<file path="src/rtl/comp32_bist.sv">
// comp32_bist: on-chip stimulus generator and response checker for the comp32 A>B comparator.
// Issues directed corner vectors, then LFSR vectors, and checks z against a delayed golden a>b.
module comp32_bist #(
  parameter int               WIDTH       = 32,
  parameter int               NUM_VECTORS = 256,
  parameter int               DUT_LAT     = 1,
  parameter logic [WIDTH-1:0] SEED_A      = WIDTH'(32'hACE12468),
  parameter logic [WIDTH-1:0] SEED_B      = WIDTH'(32'h1357BDF9)
) (
  input  logic             clk,
  input  logic             rst,
  input  logic             start,
  output logic [WIDTH-1:0] a,
  output logic [WIDTH-1:0] b,
  input  logic             z,
  output logic             busy,
  output logic             done,
  output logic             pass,
  output logic [15:0]      err_count,
  output logic [15:0]      vec_count
);

  localparam logic [WIDTH-1:0] LFSR_MASK  = WIDTH'(32'h80200003);
  localparam logic [15:0]      LAST_IDX   = 16'(NUM_VECTORS);
  localparam logic [15:0]      DRAIN_LAST = 16'(DUT_LAT - 1);

  typedef enum logic [1:0] {IDLE, RUN, DRAIN, DONE} state_t;

  state_t             r_state;
  logic [WIDTH-1:0]   r_a;
  logic [WIDTH-1:0]   r_b;
  logic [WIDTH-1:0]   r_lfsrA;
  logic [WIDTH-1:0]   r_lfsrB;
  logic [15:0]        r_idx;
  logic [15:0]        r_drainCnt;
  logic [15:0]        r_errCount;
  logic [15:0]        r_vecCount;
  logic [DUT_LAT-1:0] r_expPipe;
  logic [DUT_LAT-1:0] r_vldPipe;
  logic               r_busy;
  logic               r_done;

  logic               w_restart;
  logic               w_cmpValid;
  logic               w_mismatch;
  logic [WIDTH-1:0]   w_nextA;
  logic [WIDTH-1:0]   w_nextB;

  function automatic logic [WIDTH-1:0] galoisStep(input logic [WIDTH-1:0] v);
    return (v >> 1) ^ (v[0] ? LFSR_MASK : '0);
  endfunction

  assign w_restart  = start && ((r_state == IDLE) || (r_state == DONE));
  assign w_cmpValid = r_vldPipe[DUT_LAT-1];
  assign w_mismatch = w_cmpValid && (z != r_expPipe[DUT_LAT-1]);

  // Vector 0 is loaded by the restart itself; r_idx here is always the next index to present.
  always_comb begin
    w_nextA = r_lfsrA;
    w_nextB = r_lfsrB;
    case (r_idx)
      16'd1: begin
        w_nextA = '1;
        w_nextB = '0;
      end
      16'd2: begin
        w_nextA = '0;
        w_nextB = '1;
      end
      default: ;
    endcase
  end

  always_ff @(posedge clk or posedge rst) begin
    if (rst) begin
      r_state    <= IDLE;
      r_a        <= '0;
      r_b        <= '0;
      r_lfsrA    <= SEED_A;
      r_lfsrB    <= SEED_B;
      r_idx      <= '0;
      r_drainCnt <= '0;
      r_errCount <= '0;
      r_vecCount <= '0;
      r_expPipe  <= '0;
      r_vldPipe  <= '0;
      r_busy     <= 1'b0;
      r_done     <= 1'b0;
    end else begin
      // Golden a>b from the registered operands; valid only for vectors issued in RUN.
      r_expPipe[0] <= (r_a > r_b);
      r_vldPipe[0] <= (r_state == RUN);
      for (int k = 1; k < DUT_LAT; k++) begin
        r_expPipe[k] <= r_expPipe[k-1];
        r_vldPipe[k] <= r_vldPipe[k-1];
      end

      if (w_restart) begin
        r_errCount <= '0;
        r_vecCount <= '0;
      end else if (w_cmpValid) begin
        r_vecCount <= r_vecCount + 16'd1;
        if (w_mismatch && (r_errCount != 16'hFFFF))
          r_errCount <= r_errCount + 16'd1;
      end

      case (r_state)
        IDLE, DONE: begin
          if (start) begin
            r_state <= RUN;
            r_a     <= '0;
            r_b     <= '0;
            r_lfsrA <= SEED_A;
            r_lfsrB <= SEED_B;
            r_idx   <= 16'd1;
            r_busy  <= 1'b1;
            r_done  <= 1'b0;
          end
        end
        RUN: begin
          if (r_idx == LAST_IDX) begin
            r_state    <= DRAIN;
            r_drainCnt <= '0;
          end else begin
            r_a   <= w_nextA;
            r_b   <= w_nextB;
            r_idx <= r_idx + 16'd1;
            if (r_idx >= 16'd3) begin
              r_lfsrA <= galoisStep(r_lfsrA);
              r_lfsrB <= galoisStep(r_lfsrB);
            end
          end
        end
        DRAIN: begin
          if (r_drainCnt == DRAIN_LAST) begin
            r_state <= DONE;
            r_busy  <= 1'b0;
            r_done  <= 1'b1;
          end else begin
            r_drainCnt <= r_drainCnt + 16'd1;
          end
        end
        default: r_state <= IDLE;
      endcase
    end
  end

  assign a         = r_a;
  assign b         = r_b;
  assign busy      = r_busy;
  assign done      = r_done;
  assign pass      = (r_state == DONE) && (r_errCount == 16'd0);
  assign err_count = r_errCount;
  assign vec_count = r_vecCount;

endmodule

</file>
<file path="config.mk">
export PLATFORM = sky130hd
export DESIGN_NAME = comp32_bist
export DESIGN_NICKNAME = d
export VERILOG_FILES = /design/src/rtl/comp32_bist.sv
export SDC_FILE = /design/constraint.sdc
export NUM_CORES = 1
export LEC_CHECK = 0
export ABC_CLOCK_PERIOD_IN_PS = 7550
export CAP_MARGIN = 20
export CELL_PAD_IN_SITES_DETAIL_PLACEMENT = 0
export CELL_PAD_IN_SITES_GLOBAL_PLACEMENT = 1
export CORE_AREA = 2 2 144 181
export CTS_BUF_LIST = sky130_fd_sc_hd__clkbuf_8 sky130_fd_sc_hd__clkbuf_16
export CTS_CLUSTER_SIZE = 10
export DETAILED_ROUTE_END_ITERATION = 10
export DIE_AREA = 0 0 146 183
export PLACE_DENSITY = 0.77
export SLEW_MARGIN = 5
export SYNTH_ARGS = -nofsm -noshare
export SYNTH_HDL_FRONTEND = slang
export SYNTH_SLANG_ARGS = --single-unit
</file>
<file path="constraint.sdc">
create_clock -name clk -period 7.55 [get_ports clk]
set_input_delay 1.51 -clock clk [delete_from_list [all_inputs] [get_ports clk]]
set_output_delay 1.51 -clock clk [all_outputs]
set_load 0.01 [all_outputs]
</file>
# ---- Yosys cells after proc, flatten, opt, wreduce, memory -nomap -nowiden
# Cells that the tools add are included.
dict set report op_classes {
  addsub 4
  magnitude_cmp 2
  eq_ne 14
  mux 38
  bitwise_logic 2
  reduce_logical 20
}
# operator count
set op_table {}
lappend op_table {{one-hot mux 32 bit (2 select lines)} 6}
lappend op_table {{2-to-1 mux 32 bit} 11}
lappend op_table {{2-to-1 mux 16 bit} 9}
lappend op_table {{adder 16 x 1 -> 16 bit (second input constant)} 4}
lappend op_table {{one-hot mux 16 bit (2 select lines)} 2}
lappend op_table {{bitwise XOR 31 x 32 -> 32 bit} 2}
lappend op_table {{greater-than comparator 32 bit} 1}
lappend op_table {{logical NOT 16 bit} 2}
lappend op_table {{== test 16 x 1 -> 1 bit (second input constant)} 1}
lappend op_table {{== test 16 x 2 -> 1 bit (second input constant)} 1}
lappend op_table {{== test 16 x 9 -> 1 bit (second input constant)} 1}
lappend op_table {{>= comparator 16 x 2 -> 1 bit (second input constant)} 1}
lappend op_table {{inequality test 16 bit (second input constant)} 1}
lappend op_table {{AND reduction 3 bit} 4}
lappend op_table {{nonzero test 2 bit} 5}
lappend op_table {{inequality test 2 bit (second input constant)} 4}
lappend op_table {{2-to-1 mux 2 bit} 3}
lappend op_table {{one-hot mux 2 bit (3 select lines)} 1}
lappend op_table {{== test 2 bit (second input constant)} 2}
lappend op_table {{logical AND 1 bit} 4}
lappend op_table {{2-to-1 mux 1 bit} 4}
lappend op_table {{inequality test 2 x 1 -> 1 bit (second input constant)} 2}
lappend op_table {{one-hot mux 1 bit (2 select lines)} 2}
lappend op_table {{AND reduction 4 bit} 1}
lappend op_table {{other kinds (6)} 6}
dict set report totals {
  reg_bits 198
  in_bits 4
}

# ---- Logic depth before layout (Yosys ltp)
# Gate-level depths: netlist of the first run.
dict set report depth {
  ltp_word 6
  depth_mapped 9
  ltp_nobuf 7
}

# ---- Worst setup path after synthesis of the first run
# Ideal clock, no wire load.
dict set report synth_timing {
  path_type {input-to-reg}
  start {in start}
  end {reg r_idx[15]}
  arrival_ps 2595
  required_time_ps 7425
  setup_slack_ps 4830
  path_stages 5
  path_buffers 0
  path_cell_list {mux2i_1 > or3_1 > nor4_1 > xnor2_1 > nor2_1}
}
dict set report synth_via {
  elab_chain_cells 2
}
# item line
set synth_lines {}
lappend synth_lines {{start, declared} 12} ;# input logic start,
lappend synth_lines {{inequality test 2 bit (no line)} -}
lappend synth_lines {{AND reduction 3 bit (no line)} -}
lappend synth_lines {{end signal, assigned} 127} ;# r_idx <= r_idx + 16'd1;
lappend synth_lines {{end, declared} 34} ;# logic [15:0] r_idx;
# Every way passes these cells.
# A chain may end at the register's enable or synchronous reset.

# ---- Worst setup path in the final report of the first run
dict set report layout_timing {
  start {in start}
  end {reg r_lfsrA[14]}
}
dict set report layout_via {
  elab_chain_cells 2
}
# item line
set layout_lines {}
lappend layout_lines {{inequality test 2 bit (no line)} -}
lappend layout_lines {{AND reduction 4 bit (no line)} -}
lappend layout_lines {{end signal, assigned} 129} ;# r_lfsrA <= galoisStep(r_lfsrA);
lappend layout_lines {{end, declared} 32} ;# logic [WIDTH-1:0] r_lfsrA;
# Every way passes these cells.

==> flow_summary.ini, run 1 <==
[critical_path]
cp-end-kind = register
arrival_ns = 4.53
crit_required_ns = 7.90
critical_path_class = primary input to register
cp_max_fo = 69
cp-start-kind = primary input
reg2reg_slack_ns = 3.97
r2r-start = r_state[1]$_DFFE_PP0P_
critPathLaunch = start

[final_layout]
instances_no_fill = 1461
syn_to_final_growth_pct = 20.1
stdcell_area_sq_mm = 0.0119
fillers = 2444
final_core_util = 0.474
final_common_cell = dfrtp_1
final_cell_mix = dfrtp_1 (165), nor2_1 (119), clkdlybuf4s50_1 (102)
num_antenna_cells = 0
drive_gt1_frac = 0.0782
nets = 1162
regArea_sq_mm = 0.00500
multiInputGateArea_sq_mm = 0.00431

[sta]
slew_headroom = 0.339
hold_violations = 0
hold_ws_ns = 0.494
rsz0062_at_grt = no
clock-skew-final_ns = 0.0104
setup_ws_ns = 3.37
tightest_slew_ns = 0.982
final_max_slew_viol_count = 0
period_needed_ns = 4.18
setup_viol = 0
clock.fmax_ghz = 0.239
tns_ns = 0
fin_crit_sh = 0.554

[die]
fp.dieH_um = 183
start_util = 0.394
die-area_sq_mm = 0.0267
core_sq_mm = 0.0250
fp-row-count = 65
die_w_um = 146
io-pin-count = 103

[drt]
drt-pass1-iter-count = 5
drc = 0
drt-total-wl_um = 24200
ant_nets = 0
routedWlPerCell_um = 16.6
viasPerCell = 5.29
via_count = 7732
first_iter_violations = 382

[global_route]
grt_pass1_wl_um = 40600
antenna_found_initial = 0
first_global_vias = 7831
groute.usage.overall = 0.187
grt_max_degree = 131
grt-ovfl-total = 0

[power]
p_leak_nw = 5.21
p_per_area_mw_per_mm2 = 406
combinationalPowerShare = 0.439
switchingPower_mw = 1.94
p_sw_frac = 0.402
p_int_mw = 2.88
power_mw = 4.82
p_clk_frac = 0.213
seqPwrFrac = 0.348
vdd_ir_drop_max_mv = 0.235

[place]
gp_congestion = 0.833
detailedPlace.worstSlack_ns = 2.91
dp_hpwl_um = 15900
dpl-instance-area_sq_mm = 0.0112
dpl.cell_count = 1429
io_buffers = 102

[synthesis]
synth_cell_types = 53
ys_seq_area_frac = 0.506
ys_ff_latch = 198
synth_cells = 1034
synth_fp_nets = 1083
async_flop_share = 1.00
ys_warn_count = 0
netlist_area_sq_mm = 0.00988
synth.avg_cell_area_sq_um = 9.55
synth-main-ff-cell = dfrtp_1
synth_edf_count = 0

[cts]
tritoncts = done
clkLatencyLatePin_ns = 0.43
cts.sinks = 198
h-tree-depth = 4
clkTransAtPathRegs_ns = 0.07
cts_resized = 0
cts_setup_buffers = 0
clock_path_buffers = 2
hold_buffers = 0
root_buffer = clkbuf_16
cts-buffers-inserted = 17

[run_status]
status = finished clean

[flow_run]
cap_violations = 0

[worst_hold_path]
worstHoldStart = r_lfsrA[6]$_DFFE_PP1P_
hold_path.class = register to register
Yosys cell counts (3+ instances only):
cell | instances | share of area
nand2b_1 | 7 | 0.0044
clkbuf_1 | 33 | 0.013
o22a_1 | 5 | 0.0044
a22o_1 | 8 | 0.0071
nor4_1 | 16 | 0.010
nand4_1 | 18 | 0.011
and3_1 | 9 | 0.0057
o22ai_1 | 33 | 0.021
and2_1 | 4 | 0.0025
nor2_1 | 119 | 0.045
mux2i_1 | 31 | 0.031
buf_6 | 4 | 0.0046
xor2_1 | 11 | 0.0098
or4_1 | 13 | 0.0099
buf_2 | 11 | 0.0056
o31ai_1 | 9 | 0.0068
nand3_1 | 27 | 0.014
a21o_1 | 4 | 0.0030
a21oi_1 | 61 | 0.031
ha_1 | 45 | 0.057
o21ai_0 | 50 | 0.025
dfrtp_1 | 165 | 0.42
and4_1 | 11 | 0.0098
buf_1 | 5 | 0.0019
nand2_1 | 97 | 0.037
nor2b_1 | 4 | 0.0025
dfstp_2 | 33 | 0.088
a31oi_1 | 28 | 0.018
xnor2_1 | 31 | 0.027
nor4b_1 | 3 | 0.0027
inv_1 | 90 | 0.034
nor3_1 | 10 | 0.0051
or3_1 | 13 | 0.0082
worst max-delay path, cell delays in order:
cell,delay [ns]
clkdlybuf4s50_1,0.60
mux2i_1,0.25
a21oi_4,0.16
buf_4,0.62
and2_2,0.57
buf_4,0.50
mux2i_1,0.26
cell families (layout without fill, tap and decap cells):
family,after synthesis,in the layout,share of synthesized area
AOI/OAI and AO/OA,212,212,0.128
muxes,31,31,0.0314
xor gates and xnor gates,42,42,0.0372
adders and majority gates,45,45,0.0570
DFF,198,198,0.506
and+or+nand+nor,363,363,0.181
buffers and inverters,143,235,0.0588
per-layer routing:
layer	GRT usage	wire, um	vias up	share of wire
met4	0.0493	294	0	0.012
met2	0.331	12300	144	0.51
met3	0.0294	763	17	0.032
met5	0	0	-	0
li1	-	-	3759	-
met1	0.238	10800	3812	0.45
state kept, by name, indices dropped and copies added, names as in the netlist, 2 cells and up:
name,cells
a,32
b,32
r_lfsrA,32
r_lfsrB,32
err_count,16
r_drainCnt,16
r_idx,16
vec_count,16
r_state,2
layout make-up:
type / instances / area share
Sequential cell: 198 / 0.421
Multi-Input combinational cell: 693 / 0.364
Timing Repair Buffer: 113 / 0.0947
Clock buffer: 20 / 0.0393
Tap cell: 335 / 0.0353
Inverter: 90 / 0.0291
Clock inverter: 12 / 0.0169
power groups by stage:
| stage | Sequential (mW) | Combinational (mW) | Clock, mW |
|---|---|---|---|
| after floorplan | 1.67 | 1.36 | 0 |
| after global placement | 1.69 | 2.07 | 0 |
| after detailed placement | 1.69 | 2.14 | 0 |
| after CTS | 1.68 | 2.15 | 1.05 |
| after global routing | 1.72 | 2.37 | 1.09 |
| final | 1.68 | 2.11 | 1.03 |
worst paths after layout:
check                                     endpoint  depth (start not counted)
min in group asynchronous        b[24]$_DFFE_PP0P_                          2
max reg2reg                r_lfsrA[14]$_DFFE_PP0P_                         10
min reg2reg                 r_lfsrA[5]$_DFFE_PP1P_                          2
max                        r_lfsrA[14]$_DFFE_PP0P_                          7
max in group asynchronous   r_lfsrB[1]$_DFFE_PP0P_                          3
min                         r_lfsrA[5]$_DFFE_PP1P_                          2
Power figures use the tool's default switching activity.
==> inputs of run 2 (changes only) <==
--- a/config.mk
+++ b/config.mk
@@ -5,7 +5,7 @@
 export SDC_FILE = /design/constraint.sdc
 export NUM_CORES = 1
 export LEC_CHECK = 0
-export ABC_CLOCK_PERIOD_IN_PS = 7550
+export ABC_CLOCK_PERIOD_IN_PS = 3750
 export CAP_MARGIN = 20
 export CELL_PAD_IN_SITES_DETAIL_PLACEMENT = 0
 export CELL_PAD_IN_SITES_GLOBAL_PLACEMENT = 1
@@ -14,7 +14,7 @@
 export CTS_CLUSTER_SIZE = 10
 export DETAILED_ROUTE_END_ITERATION = 10
 export DIE_AREA = 0 0 146 183
-export PLACE_DENSITY = 0.77
+export PLACE_DENSITY = 0.8
 export SLEW_MARGIN = 5
 export SYNTH_ARGS = -nofsm -noshare
 export SYNTH_HDL_FRONTEND = slang
==> constraint.sdc (replaced) <==
create_clock -name clk -period 3.75 [get_ports clk]
set_input_delay 0.75 -clock clk [delete_from_list [all_inputs] [get_ports clk]]
set_output_delay 0.75 -clock clk [all_outputs]
set_load 0.01 [all_outputs]
==> run 2 against run 1 <==
Effect of this change: via count up 0.75%; routed wire length down 0.20%; final cell count rose by 0.34%; clock-buffer cell count fell by 1; die area unchanged; sequential cell count did not move; global-route usage hardly changed.
==> flow_summary.ini, run 2 (synthesis gave the netlist of run 1 again) <==
[die]
fp-row-count = 65
io-pin-count = 103
fp.dieH_um = 183
die_w_um = 146
core_sq_mm = 0.0250
start_util = 0.394
die-area_sq_mm = 0.0267

[drt]
ant_nets = 0
met1_length_um = 10500
drt-pass1-iter-count = 5
drt-total-wl_um = 24100
routedWlPerCell_um = 16.5
viasPerCell = 5.31
met2_length_um = 12400
via_count = 7790
first_iter_violations = 379
highest_layer = met4
drc = 0
wl_met3_um = 727

[sta]
final_max_slew_viol_count = 0
setup_viol = 0
clock.fmax_ghz = 0.338
clock-skew-final_ns = 0.0108
tightest_slew_ns = 1.02
hold_ws_ns = 0.493
hold_violations = 0
period_needed_ns = 2.96
fin_crit_sh = 0.790
slew_headroom = 0.304
tns_ns = 0
setup_ws_ns = 0.789
rsz0062_at_grt = no

[critical_path]
critical_path_class = register to register
worstRegToRegCells = 5
cp_max_fo = 32
arrival_ns = 3.23
cp-start-kind = register
crit_required_ns = 4.02
cp-end-kind = register

[power]
p_clk_frac = 0.200
p_int_mw = 5.65
p_leak_nw = 5.20
p_per_area_mw_per_mm2 = 806
power_mw = 9.55
combinationalPowerShare = 0.446
switchingPower_mw = 3.90
p_sw_frac = 0.408
vdd_ir_drop_max_mv = 0.467
seqPwrFrac = 0.354

[final_layout]
drive_gt1_frac = 0.0822
final_core_util = 0.473
stdcell_area_sq_mm = 0.0118
final_cell_mix = dfrtp_1 (165), nor2_1 (119), clkdlybuf4s50_1 (102)
final_common_cell = dfrtp_1
nets = 1167
instances_no_fill = 1466
syn_to_final_growth_pct = 19.9
num_antenna_cells = 0

[cts]
clock_path_buffers = 2
tritoncts = done
clkTransAtPathRegs_ns = 0.07
cts.sinks = 198
clkLatencyLatePin_ns = 0.44
cts_resized = 0
h-tree-depth = 4
cts_setup_buffers = 0
root_buffer = clkbuf_16
cts-buffers-inserted = 17
hold_buffers = 0

[global_route]
grt_pass1_wl_um = 40500
groute.usage.overall = 0.186
grt_max_degree = 78
grt-ovfl-total = 0
antenna_found_initial = 0
first_global_vias = 7777

[place]
dp_hpwl_um = 16400
io_buffers = 102
dpl.cell_count = 1434
gp_congestion = 0.804
dpl-instance-area_sq_mm = 0.0112
detailedPlace.worstSlack_ns = 0.551

[run_status]
status = finished clean

[flow_run]
cap_violations = 0

[worst_hold_path]
holdPathStages = 2
hold_path.class = register to register
-- run 2: changes by cell type in the layout (fill, tap and decap cells not counted), sizes merged --
cell	delta
buf	+5
clkinvlp	+3
bufinv	-2
clkbuf	-1
-- run 2: final timing paths --
kind | startpoint | endpoint | slack [ns]
worst max register to register | r_idx[5]$_DFFE_PP0P_ | a[6]$_DFFE_PP0P_ | 0.79
worst min-delay path | r_lfsrB[4]$_DFFE_PP1P_ | r_lfsrB[3]$_DFFE_PP1P_ | 0.49
worst min register to register | r_lfsrB[4]$_DFFE_PP1P_ | r_lfsrB[3]$_DFFE_PP1P_ | 0.49
max in group asynchronous | rst | r_idx[11]$_DFFE_PP0P_ | 2.14
min in group asynchronous | rst | b[24]$_DFFE_PP0P_ | 0.74
worst max-delay path | r_idx[5]$_DFFE_PP0P_ | a[6]$_DFFE_PP0P_ | 0.79
-- run 2: cell type report --
| class | count | area (sq um) |
|---|---|---|
| clock buffer | 19 | 453 |
| clock inverter | 13 | 154 |
| fill | 2456 | 13200 |
| inverter | 90 | 342 |
| multi-input combinational | 693 | 4310 |
| sequential | 198 | 5000 |
| tap | 335 | 419 |
| timing repair buffer | 118 | 1170 |
-- run 2: worst max-delay path, stage by stage, from the launching register on --
cell and delay [ns]:
dfrtp_1 0.41, nor4_1 0.68, nand4_1 0.19, o211ai_1 0.41, a41o_1 0.85, o21ai_0 0.24
-- run 2: routing by layer --
metal | up-vias | global-route usage
met3 | 26 | 0.0259
met4 | 0 | 0.0594
met2 | 129 | 0.330
met1 | 3863 | 0.237
met5 | - | 0
li1 | 3772 | -
-- run 2: power groups by stage --
stage / clock network, mW / logic [mW] / registers [mW]
6_report: 1.91 / 4.26 / 3.38
3_5_place_dp: 0 / 4.30 / 3.41
5_1_grt: 2.03 / 4.77 / 3.46
2_1_floorplan: 0 / 2.73 / 3.37
3_3_place_gp: 0 / 4.23 / 3.41
4_1_cts: 1.95 / 4.32 / 3.39
==> inputs of run 3 (changes only) <==
--- a/config.mk
+++ b/config.mk
@@ -5,7 +5,7 @@
 export SDC_FILE = /design/constraint.sdc
 export NUM_CORES = 1
 export LEC_CHECK = 0
-export ABC_CLOCK_PERIOD_IN_PS = 3750
+export ABC_CLOCK_PERIOD_IN_PS = 2450
 export CAP_MARGIN = 20
 export CELL_PAD_IN_SITES_DETAIL_PLACEMENT = 0
 export CELL_PAD_IN_SITES_GLOBAL_PLACEMENT = 1
==> constraint.sdc (replaced) <==
create_clock -name clk -period 2.45 [get_ports clk]
set_input_delay 0.49 -clock clk [delete_from_list [all_inputs] [get_ports clk]]
set_output_delay 0.49 -clock clk [all_outputs]
set_load 0.01 [all_outputs]
==> run 3 against run 2 <==
Effect of this change: via count is 1.7% higher; die area stayed put; critical path type unchanged; sequential share of layout area is 1.1 points lower; utilization is 1.3 points higher; highest routed layer unchanged; final cell count is 2.7% higher; clock power is 42% higher; cell area is 2.8% higher; critical path depth is 2 higher; maximum frequency is 27% higher; combinational power is 66% higher; worst setup slack worse by 0.67 ns.
==> flow_summary.ini, run 3 (synthesis gave the netlist of run 1 again) <==
[run_status]
status = finished clean

[power]
vdd_ir_drop_max_mv = 0.653
combinationalPowerShare = 0.474
p_sw_frac = 0.416
p_clk_frac = 0.183
p_int_mw = 8.70
switchingPower_mw = 6.19
seqPwrFrac = 0.343
p_per_area_mw_per_mm2 = 1220
p_leak_nw = 5.39

[critical_path]
cp-start-kind = register
critPathLaunch = r_idx[0]$_DFFE_PP0P_
cp_max_fo = 12
cp-end-kind = register
critical_path_class = register to register
crit_required_ns = 2.80
max_stage_delay_ns = 0.52
critPathTopFamily = simple AND/OR/NAND/NOR gates
arrival_ns = 2.69
r2r-start = r_idx[0]$_DFFE_PP0P_
slowest_stage = or4_1
crit_buf_inv = 1
critical_path.cell_chain = inv_1, ha_1, or4bb_1, nor4_4, nor2_4, or4_1, a21oi_1

[drt]
first_iter_violations = 422
ant_nets = 0
drt-total-wl_um = 24900
routedWlPerCell_um = 16.5
drt-pass1-iter-count = 5
viasPerCell = 5.26
drc = 0
via_count = 7925

[global_route]
grt-ovfl-total = 0
grt_max_degree = 84
first_global_vias = 8033
grt_pass1_wl_um = 41400
antenna_found_initial = 0
groute.usage.overall = 0.190

[die]
start_util = 0.394
die-area_sq_mm = 0.0267
fp.dieH_um = 183
die_w_um = 146
io-pin-count = 103
fp-row-count = 65
core_sq_mm = 0.0250

[sta]
rsz0062_at_grt = no
slew_headroom = 0.600
hold_violations = 0
period_needed_ns = 2.34
clock-skew-final_ns = 0.0181
clock.fmax_ghz = 0.428
final_max_slew_viol_count = 0
setup_viol = 0
fin_crit_sh = 0.953
tns_ns = 0
tightest_slew_ns = 0.595

[final_layout]
stdcell_area_sq_mm = 0.0122
nets = 1207
final_cell_mix = dfrtp_1 (164), nor2_1 (118), clkdlybuf4s50_1 (101)
syn_to_final_growth_pct = 23.3
num_antenna_cells = 0
drive_gt1_frac = 0.120
final_common_cell = dfrtp_1

[cts]
h-tree-depth = 4
hold_buffers = 0
cts-buffers-inserted = 17
cts.sinks = 198
tritoncts = done
clkTransAtPathRegs_ns = 0.08
clock_path_buffers = 2
clkLatencyLatePin_ns = 0.44
root_buffer = clkbuf_16

[place]
dpl-instance-area_sq_mm = 0.0115
io_buffers = 102
gp_congestion = 0.855
dp_hpwl_um = 17400

[worst_hold_path]
worstHoldStart = r_lfsrB[8]$_DFFE_PP1P_
hold_path.class = register to register

[flow_run]
cap_violations = 0
==> run 3: path summary, 6_finish.rpt <==
kind                                              end  slack [ns]  depth (start not counted)
max                        r_drainCnt[13]$_DFFE_PP0P_        0.11                          7
min                            r_lfsrB[7]$_DFFE_PP1P_        0.49                          2
max reg2reg                r_drainCnt[13]$_DFFE_PP0P_        0.11                          7
min reg2reg                    r_lfsrB[7]$_DFFE_PP1P_        0.49                          2
max in group asynchronous      r_state[0]$_DFFE_PP0P_        1.43                          3
min in group asynchronous     r_lfsrB[29]$_DFFE_PP0P_        0.53                          3
==> run 3: routing by layer <==
metal / GRT usage / part of all wire
met1: 0.246 / 0.45
met2: 0.327 / 0.50
met3: 0.0244 / 0.024
met5: 0 / 0
met4: 0.0718 / 0.030
==> run 3: power by group through the flow <==
stage | combinational (mW) | sequential, mW | clock, mW
2_1_floorplan | 4.18 | 5.15 | 0
3_3_place_gp | 6.87 | 5.18 | 0
3_5_place_dp | 6.99 | 5.19 | 0
4_1_cts | 7.06 | 5.12 | 2.78
5_1_grt | 7.87 | 5.25 | 2.93
6_report | 7.06 | 5.12 | 2.72
==> run 3: worst reg2reg max path, cell delays in order (launching register included) <==
cell	delay, ns
dfrtp_2	0.45
inv_1	0.10
ha_1	0.18
or4bb_1	0.46
nor4_4	0.28
nor2_4	0.13
or4_1	0.52
a21oi_1	0.16
==> run 3: final cells by class <==
| class | count | area, sq um |
|---|---|---|
| Inverter | 90 | 342 |
| Timing Repair Buffer | 157 | 1500 |
| Clock buffer | 17 | 425 |
| Tap cell | 335 | 419 |
| Fill cell | 2396 | 12900 |
| Clock inverter | 15 | 140 |
| Sequential cell | 198 | 5000 |
| Multi-Input combinational cell | 694 | 4360 |
==> run 3: through the flow <==
step | cells | hold slack, ns | utilization | setup WS, ns | total power [mW]
floorplan | 1034 | 0.467 | - | -0.573 | 9.34
global placement | 1467 | 0.473 | 0.460 | 0.104 | 12.1
finish | 1506 | 0.490 | 0.486 | 0.114 | 14.9
global route | 1506 | 0.517 | 0.486 | 0.00714 | 16.0
detailed placement | 1467 | 0.482 | 0.460 | 0.0854 | 12.2
CTS | 1502 | 0.488 | 0.484 | 0.0531 | 15.0
==> run 3: timing repair <==
action | CTS | global route
setup buffers | 3 | 3
gates resized for setup | 4 | 5
setup endpoints to repair | 1 | 21
cloned | 0 | 1
pin swaps | 0 | 1
